--- src/rtl/trd_pkg.sv ---
// Shared types, sizes and the slot-allocation helper for the thread scheduler.
package trd_pkg;

  localparam int NUM_TRD       = 8;
  localparam int TRD_W         = 3;
  localparam int MISS_WAIT_DEF = 4;
  localparam int CTR_W         = 4;

  typedef logic [TRD_W-1:0]   trd_id_t;
  typedef logic [NUM_TRD-1:0] trd_mask_t;

  // Lowest slot >= 1 whose bit is clear; 0 when slots 1..NUM_TRD-1 are all set.
  function automatic trd_id_t first_zero_from1(input trd_mask_t mask);
    trd_id_t id;
    id = '0;
    for (int i = NUM_TRD - 1; i >= 1; i--) begin
      if (!mask[i]) id = trd_id_t'(i);
    end
    return id;
  endfunction

endpackage

--- src/rtl/trd_sched_rr_pick.sv ---
// Combinational round-robin picker: first set bit strictly after ptr, wrapping,
// so ptr itself wins only when it is the sole requester.
module rr_pick
  import trd_pkg::*;
(
  input  trd_mask_t mask,
  input  trd_id_t   ptr,
  output trd_id_t   gnt_id,
  output logic      gnt_any
);

  trd_id_t idx;

  // Walk from the farthest offset down so the nearest candidate is written last.
  always_comb begin
    gnt_id  = ptr;
    gnt_any = 1'b0;
    idx     = '0;
    for (int i = NUM_TRD; i >= 1; i--) begin
      idx = ptr + trd_id_t'(i);
      if (mask[idx]) begin
        gnt_id  = idx;
        gnt_any = 1'b1;
      end
    end
  end

endmodule

--- src/rtl/trd_sched.sv ---
// Barrel-thread scheduler: thread masks, miss parking, slot allocation, fetch pick.
// Optional macro TRD_SCHED_PRIO_EN gives thread 0 priority grants over round-robin.
module trd_sched
  import trd_pkg::*;
#(
  parameter int MISS_WAIT = MISS_WAIT_DEF
) (
  input  logic              clk,
  input  logic              rst_n,
  input  logic              stall,
  input  logic              kill,
  input  logic              sleep,
  input  logic              wake,
  input  logic [TRD_W-1:0]  obj_trd,
  input  logic              init_trd,
  input  logic              i_miss,
  input  logic [TRD_W-1:0]  i_miss_trd,
  input  logic              d_miss,
  input  logic [TRD_W-1:0]  d_miss_trd,
  output logic [TRD_W-1:0]  trd_if,
  output logic              trd_if_vld,
  output logic [TRD_W-1:0]  new_trd_id,
  output logic [NUM_TRD-1:0] valid_trd,
  output logic [NUM_TRD-1:0] run_trd,
  output logic [NUM_TRD-1:0] park_trd,
  output logic              trd_full,
  output logic              trd_of
);

  trd_mask_t valid_reg, valid_next;
  trd_mask_t run_reg, run_next;
  trd_mask_t park_reg, park_next;
  trd_mask_t eligible;
  trd_id_t   ptr_reg, trd_if_reg;
  logic      trd_if_vld_reg, trd_of_reg;
  trd_id_t   rr_id, pick_id;
  logic      rr_any, pick_any, prio_hit;

  assign eligible   = run_reg & ~park_reg & valid_reg;
  assign trd_full   = &valid_reg[NUM_TRD-1:1];
  assign new_trd_id = first_zero_from1(valid_reg);

  rr_pick u_rr_pick (
    .mask    (eligible),
    .ptr     (ptr_reg),
    .gnt_id  (rr_id),
    .gnt_any (rr_any)
  );

`ifdef TRD_SCHED_PRIO_EN
  assign prio_hit = eligible[0] && !(trd_if_vld_reg && trd_if_reg == '0);
`else
  assign prio_hit = 1'b0;
`endif

  assign pick_id  = prio_hit ? '0 : rr_id;
  assign pick_any = prio_hit | rr_any;

  generate
    for (genvar gi = 0; gi < NUM_TRD; gi++) begin : gen_trd
      logic             hit_kill, hit_sleep, hit_wake, hit_init, hit_miss;
      logic             v_n, r_n, p_n;
      logic [CTR_W-1:0] ctr_reg, ctr_next;

      assign hit_kill  = kill  && (obj_trd == trd_id_t'(gi));
      assign hit_sleep = sleep && (obj_trd == trd_id_t'(gi));
      assign hit_wake  = wake  && (obj_trd == trd_id_t'(gi));
      assign hit_init  = init_trd && !trd_full && (new_trd_id == trd_id_t'(gi));
      assign hit_miss  = valid_reg[gi] &&
                         ((i_miss && i_miss_trd == trd_id_t'(gi)) ||
                          (d_miss && d_miss_trd == trd_id_t'(gi)));

      // Park countdown first, then a fresh miss reloads it, then kill overrides everything.
      always_comb begin
        v_n      = valid_reg[gi];
        r_n      = run_reg[gi];
        p_n      = park_reg[gi];
        ctr_next = ctr_reg;
        if (ctr_reg != '0) begin
          ctr_next = ctr_reg - 1'b1;
          if (ctr_reg == CTR_W'(1)) p_n = 1'b0;
        end
        if (hit_miss) begin
          p_n      = 1'b1;
          ctr_next = CTR_W'(MISS_WAIT);
        end
        if (hit_kill) begin
          v_n      = 1'b0;
          r_n      = 1'b0;
          p_n      = 1'b0;
          ctr_next = '0;
        end else if (hit_sleep) begin
          r_n = 1'b0;
        end else if (hit_wake && valid_reg[gi]) begin
          r_n = 1'b1;
        end
        if (hit_init) begin
          v_n = 1'b1;
          r_n = 1'b1;
        end
      end

      assign valid_next[gi] = v_n;
      assign run_next[gi]   = r_n;
      assign park_next[gi]  = p_n;

      always_ff @(posedge clk) begin
        if (!rst_n) ctr_reg <= '0;
        else        ctr_reg <= ctr_next;
      end
    end
  endgenerate

  always_ff @(posedge clk) begin
    if (!rst_n) begin
      valid_reg      <= trd_mask_t'(1);
      run_reg        <= trd_mask_t'(1);
      park_reg       <= '0;
      ptr_reg        <= '0;
      trd_if_reg     <= '0;
      trd_if_vld_reg <= 1'b0;
      trd_of_reg     <= 1'b0;
    end else begin
      valid_reg <= valid_next;
      run_reg   <= run_next;
      park_reg  <= park_next;
      if (init_trd && trd_full) trd_of_reg <= 1'b1;
      if (!stall) begin
        if (pick_any) begin
          trd_if_reg     <= pick_id;
          trd_if_vld_reg <= 1'b1;
          if (!prio_hit) ptr_reg <= pick_id;
        end else begin
          trd_if_vld_reg <= 1'b0;
        end
      end
    end
  end

  assign trd_if     = trd_if_reg;
  assign trd_if_vld = trd_if_vld_reg;
  assign valid_trd  = valid_reg;
  assign run_trd    = run_reg;
  assign park_trd   = park_reg;
  assign trd_of     = trd_of_reg;

endmodule

--- config.mk ---
export PLATFORM = sky130hd
export DESIGN_NAME = trd_sched
export DESIGN_NICKNAME = d
export VERILOG_FILES = /design/src/rtl/trd_pkg.sv /design/src/rtl/trd_sched_rr_pick.sv /design/src/rtl/trd_sched.sv
export SDC_FILE = /design/constraint.sdc
export NUM_CORES = 1
export LEC_CHECK = 0
export ABC_CLOCK_PERIOD_IN_PS = 3200
export BUFFER_PORTS_ARGS = -buffer_cell sky130_fd_sc_hd__buf_2
export CAP_MARGIN = 20
export CORE_MARGIN = 5
export CORE_UTILIZATION = 25
export CTS_CLUSTER_SIZE = 40
export DETAILED_ROUTE_END_ITERATION = 6
export SYNTH_ARGS = -nofsm -noshare
export SYNTH_HDL_FRONTEND = slang
export SYNTH_SLANG_ARGS = --single-unit
--- constraint.sdc ---
create_clock -name clk -period 3.2 [get_ports clk]
set_clock_uncertainty 0.15 [all_clocks]
set_input_delay 0.64 -clock clk [delete_from_list [all_inputs] [get_ports clk]]
set_output_delay 0.64 -clock clk [all_outputs]
set_load 0.05 [all_outputs]
==> results of run 1 <==
-- Yosys cell counts (3+ instances only) --
| cell | number |
|---|---|
| buf_6 | 4 |
| o41ai_1 | 6 |
| mux2_2 | 3 |
| a211oi_1 | 10 |
| xnor2_1 | 11 |
| and3_1 | 3 |
| mux2i_1 | 16 |
| a21o_1 | 5 |
| ha_1 | 26 |
| buf_2 | 5 |
| nor3b_1 | 4 |
| o22ai_1 | 7 |
| or3_1 | 8 |
| nand2b_1 | 6 |
| a31oi_1 | 10 |
| a21oi_1 | 38 |
| clkbuf_8 | 5 |
| nand4b_1 | 3 |
| mux4_2 | 10 |
| inv_1 | 33 |
| dfxtp_1 | 61 |
| xor2_1 | 7 |
| o21ai_0 | 19 |
| and3b_1 | 8 |
| nor2_1 | 34 |
| a211o_1 | 7 |
| nand3_1 | 14 |
| nand2_1 | 67 |
| nor3_1 | 14 |
| nand3b_1 | 9 |
-- metrics by stage --
stage / area, sq um / worst slack [ns] / total power [mW] / util (%)
3_3_place_gp: 4666 / 0.4628 / 3.187 / 28.13
4_1_cts: 4945 / 0.3665 / 4.178 / 29.82
6_report: 4945 / 0.3646 / 4.152 / 29.82
3_5_place_dp: 4666 / 0.3992 / 3.205 / 28.13
2_1_floorplan: 4230 / 0.04379 / 2.840 / -
5_1_grt: 4945 / 0.2142 / 4.488 / 29.82
-- power groups by stage --
| stage | combinational (mW) | clock, mW | sequential (mW) |
|---|---|---|---|
| floorplan | 1.64 | 0 | 1.20 |
| global placement | 2.02 | 0 | 1.16 |
| detailed placement | 2.04 | 0 | 1.16 |
| CTS | 2.06 | 0.972 | 1.15 |
| global route | 2.31 | 0.997 | 1.18 |
| finish | 2.06 | 0.945 | 1.15 |
-- path summary, 6_finish.rpt --
kind          startpoint     endpoint  cells past startpoint  slack [ns]
min          park_trd[1]  park_trd[1]                      2        0.34
min reg2reg  park_trd[1]  park_trd[1]                      2        0.34
max reg2reg    trd_if[0]    trd_if[2]                      9        0.36
max            trd_if[0]    trd_if[2]                      9        0.36
-- kinds of logic (layout without fill, tap and decap cells) --
| group | count (synthesis) | count (layout) | synth area share [%] |
|---|---|---|---|
| DFF | 61 | 61 | 28.92 |
| AOI/OAI and AO/OA | 126 | 126 | 19.64 |
| adders and majority gates | 26 | 26 | 7.704 |
| and+or+nand+nor | 183 | 183 | 22.16 |
| buffers and inverters | 52 | 107 | 6.667 |
| xor gates and xnor gates | 18 | 18 | 3.733 |
| muxes | 31 | 31 | 11.17 |
-- worst register-to-register path: stages (launching register included) --
cell	delay, ns
dfxtp_2	0.31
buf_4	0.20
ha_1	0.28
xnor2_1	0.35
mux4_2	0.28
or3b_1	0.37
a21o_1	0.24
o21ai_4	0.18
a211oi_1	0.08
o31a_1	0.30
-- area by class of cell --
cell class,count,area (sq um)
fillers,1818,11640
multi-input cells,384,2726
repair buffers,58,310.3
flip-flops and latches,61,1222
well taps,220,275.3
clock inverters,5,53.80
inverters,35,131.4
clock buffers,9,225.2
-- routing by layer --
layer,global-route usage [%],up-vias,share of wire (%)
li1,-,1913,-
met1,17.04,1827,47
met2,19.22,139,46
met3,2.556,18,6.1
met4,3.264,0,1.7
met5,0,-,0
==> flow_metrics.tcl, run 1 <==
set metrics [dict create \
    outcome "complete, no violations" \
    critPathMaxFanout 18 \
    grt_start_max_net_pins 19 \
    hpwl_mm 9.255 \
    crit_required_ns 3.27 \
    cts_sinks 61 \
    synth_enable_flop_cells 0 \
    worstPathCellList "buf_4 > ha_1 > xnor2_1 > mux4_2 > or3b_1 > a21o_1 > o21ai_4 > a211oi_1 > o31a_1" \
    grt_pass1_vias 3658 \
    setup_tns_ns 0 \
    cp_slowest_stage_delay_ns 0.37 \
    drive_gt1_share_pct 17.21 \
    vias 3897 \
    cp_slowest_cell "or3b_1" \
    postCtsSetupBuffers 0 \
    setup_viol 0 \
    grtUsageTotal_pct 12.21 \
    critPathCaptureType "register" \
    p_sw_share_pct 41.81 \
    postSynthCellCount 497 \
    combPwrFrac_pct 49.5 \
    tightestPinTransition_ns 0.6471 \
    dp_cells 758 \
    yosysWarnings 0 \
    post_cts_resized 0 \
    p_per_area_nw_per_um2 839.6 \
    drv_slew 0 \
    hold-worst-slack_ns 0.3437 \
    timing.max_cap.violations 0 \
    mostFrequentLayoutCells "nand2_1 (67), dfxtp_1 (60), buf_2 (50)" \
    clockPowerShare_pct 22.8 \
    synth.net_count 541 \
    synth_seq_area_share_pct 28.92 \
    synth_top_cells_by_area "dfxtp_1 (29%), ha_1 (7.7%), nand2_1 (6.0%)" \
    die_y_microns 140.0 \
    wl_per_cell_microns 15.64 \
    cp_num_buf_inv 1 \
    async_flop_share_pct 0 \
    stdcell_count 772 \
    hold_class "register to register" \
    grt_setup_unrepaired "no" \
    yosysTopAreaCell "dfxtp_1" \
    syn_to_final_growth_pct 17.10 \
    drtIter0Drc 288 \
    path_class "register to register" \
    power_frac_seq_pct 27.7 \
    grt.overflow.total 0 \
    min_period_over_period_pct 88.61 \
    yosysUniqueCellTypes 59 \
    route.detailed.drc 0 \
    cp-start-kind "register" \
    start_util_pct 25.46 \
    core_sq_um 16580 \
    wl_mm 12.08 \
    avgSynthCellArea_sq_um 8.497 \
    antenna_cells 0 \
    p_int_mw 2.416 \
    cts_buffer_depth 2 \
    final_common_cell "nand2_1" \
    clk_pin_slew_ns 0.05 \
    slew_headroom_pct 56.40 \
    die_x_microns 140.0 \
    ant_nets 0 \
    fmax_mhz 352.7 \
    worstSkewPairLatency_ns 0.33 \
    numPortBuffers 50 \
    syn_area_sq_um 4223 \
    period_minus_slack_ns 2.835 \
    cts_buffers 9 \
    antenna_found_initial 0 \
    cts_tree "built" \
    synth-seq-cells 61 \
    p_leak_nw 2.101 \
    hold_buffers 0 \
    peakVddDrop_uv 385.7 \
    io_pins 51 \
    ys.flop_type "dfxtp_1" \
    via_per_inst 5.048 \
    nets 593 \
    grt_first_pass_wirelength_mm 19.24 \
    dr.pass1.iters 4 \
    num_rows 47 \
    p_sw_mw 1.736 \
    dieArea_sq_um 19590 \
    ctsRootBufferMaster "clkbuf_16" \
    critical-path-top-delay-family "compound AO/OA/AOI/OAI gates" \
    cts_max_level 3 \
    largest_register_ffs 32 \
    yosysTopAreaCellShare_pct 28.92 \
    globalplace.congestion 0.9060 \
    finalHoldViolations 0 \
    cp.arrival_ns 2.91 \
]
Power figures use the tool's default switching activity.
==> run 2, diff against run 1 <==
--- a/config.mk
+++ b/config.mk
@@ -9,9 +9,10 @@
 export BUFFER_PORTS_ARGS = -buffer_cell sky130_fd_sc_hd__buf_2
 export CAP_MARGIN = 20
 export CORE_MARGIN = 5
-export CORE_UTILIZATION = 25
+export CORE_UTILIZATION = 50
 export CTS_CLUSTER_SIZE = 40
 export DETAILED_ROUTE_END_ITERATION = 6
+export PLACE_DENSITY = 0.7
 export SYNTH_ARGS = -nofsm -noshare
 export SYNTH_HDL_FRONTEND = slang
 export SYNTH_SLANG_ARGS = --single-unit
==> run 2 against run 1 <==
Register-to-register slack about the same; fmax up 0.27%; first-iteration DRC count down 15%; critical endpoint is now trd_if[1].
==> flow_metrics.tcl, run 2 (synthesis results as in run 1) <==
set metrics [dict create \
    globalplace.congestion 0.9683 \
    grt_setup_unrepaired "no" \
    setup_tns_ns 0 \
    p_per_area_nw_per_um2 846.5 \
    wl_mm 11.11 \
    min_path_cells 2 \
    post_cts_resized 0 \
    mostFrequentLayoutCells "nand2_1 (67), dfxtp_1 (60), buf_2 (50)" \
    worst_hold_path.endpoint "trd_of" \
    slew_headroom_pct 59.23 \
    nets 592 \
    vias 3969 \
    fmax_mhz 353.6 \
    final_common_cell "nand2_1" \
    hpwl_mm 8.619 \
    ant_nets 0 \
    timing.max_cap.violations 0 \
    grt_pass1_vias 3845 \
    syn_to_final_growth_pct 12.41 \
    stdcell_count 657 \
    crit_required_ns 3.32 \
    cts_sinks 61 \
    place_ws_ns 0.3895 \
    cts_tree "built" \
    grt.overflow.total 0 \
    core_sq_um 8217 \
    die_x_microns 101.9 \
    finalHoldViolations 0 \
    power_mw 4.019 \
    placed_cell_area_sq_um 4514 \
    path_class "register to register" \
    p_leak_nw 2.070 \
    grt_start_max_net_pins 25 \
    r2r_slack_ns 0.37 \
    reg2reg_depth 9 \
    grtUsageTotal_pct 22.59 \
    grt_first_pass_wirelength_mm 18.57 \
    die_y_microns 101.9 \
    outcome "complete, no violations" \
    fill_cells 751 \
    num_rows 33 \
    antenna_found_initial 0 \
    worstHoldStart "trd_of" \
    route.detailed.drc 0 \
    critPathCaptureType "register" \
    via_per_inst 6.041 \
    cp-start-kind "register" \
    min_period_over_period_pct 88.37 \
    start_util_pct 51.39 \
    critPathMaxFanout 9 \
    final_cell_area_sq_um 4747 \
    dieArea_sq_um 10380 \
    hold_buffers 0 \
    dp_cells 642 \
    tightestPinTransition_ns 0.6107 \
    seq_area_sq_um 1222 \
    cts_buffers 9 \
    hold-worst-slack_ns 0.3247 \
    worstSkewPairLatency_ns 0.34 \
    hold_class "register to register" \
    reg2reg_from "trd_if[1]" \
    numPortBuffers 50 \
    postCtsSetupBuffers 0 \
    drive_gt1_share_pct 17.21 \
    cts_max_level 3 \
    drv_slew 0 \
    cp.arrival_ns 2.95 \
    multiInputGateArea_sq_um 2726 \
    wl_per_cell_microns 16.91 \
    fin_util_pct 57.77 \
    ctsRootBufferMaster "clkbuf_8" \
    r2r_end "trd_if[1]" \
    clk_pin_slew_ns 0.07 \
    antenna_cells 0 \
    largest_register_ffs 32 \
    drtIter0Drc 245 \
    peakVddDrop_uv 376.8 \
    setup_viol 0 \
    io_pins 51 \
    setup_slack_ns 0.3723 \
    cts_buffer_depth 2 \
    period_minus_slack_ns 2.828 \
    dr.pass1.iters 4 \
]
## run 2: changes by cell type in the layout (fill, tap and decap cells not counted)
cell,before,now
clkbuf_8,0,12
bufinv_16,1,2
buf_4,8,7
clkinv_4,1,0
clkinv_2,3,0
clkbuf_16,9,0
clkinvlp_4,0,1
## run 2: how the worst max path moves through the flow
stage | cells after the start | end | from
global route | 9 | trd_if[1] | trd_if[1]
detailed placement | 9 | trd_if[1] | trd_if[1]
global placement | 9 | trd_if[2] | trd_if[0]
CTS | 9 | trd_if[1] | trd_if[1]
floorplan | 12 | trd_if[2] | trd_if[0]
finish | 9 | trd_if[1] | trd_if[1]
## run 2: report_power, final
group	switching, mW	internal, mW
Sequential	0.188	0.955
Clock	0.308	0.498
Combinational	1.20	0.868
## run 2: area by class of cell
| type | instances | share of cell area (%) |
|---|---|---|
| Clock buffer | 12 | 3.479 |
| Clock inverter | 3 | 1.423 |
| Inverter | 35 | 2.768 |
| Multi-Input combinational cell | 384 | 57.43 |
| Sequential cell | 61 | 25.75 |
| Tap cell | 105 | 2.768 |
| Timing Repair Buffer | 57 | 6.378 |
## run 2: worst max-delay path: stages, from the launching register on
cell and delay (ns):
dfxtp_1 0.34, inv_2 0.05, ha_1 0.52, inv_2 0.18
mux2i_1 0.18, mux4_2 0.56, o211ai_2 0.15, mux2i_1 0.14
a311o_1 0.37, a21oi_1 0.11
## run 2: routing by layer
| metal | vias to the layer above | track usage (%) | wire length (microns) |
|---|---|---|---|
| met5 | - | 0 | 0 |
| met1 | 1878 | 29.41 | 4823 |
| met3 | 16 | 5.392 | 848 |
| met2 | 167 | 37.07 | 5258 |
| met4 | 0 | 7.366 | 180 |
| li1 | 1908 | - | - |
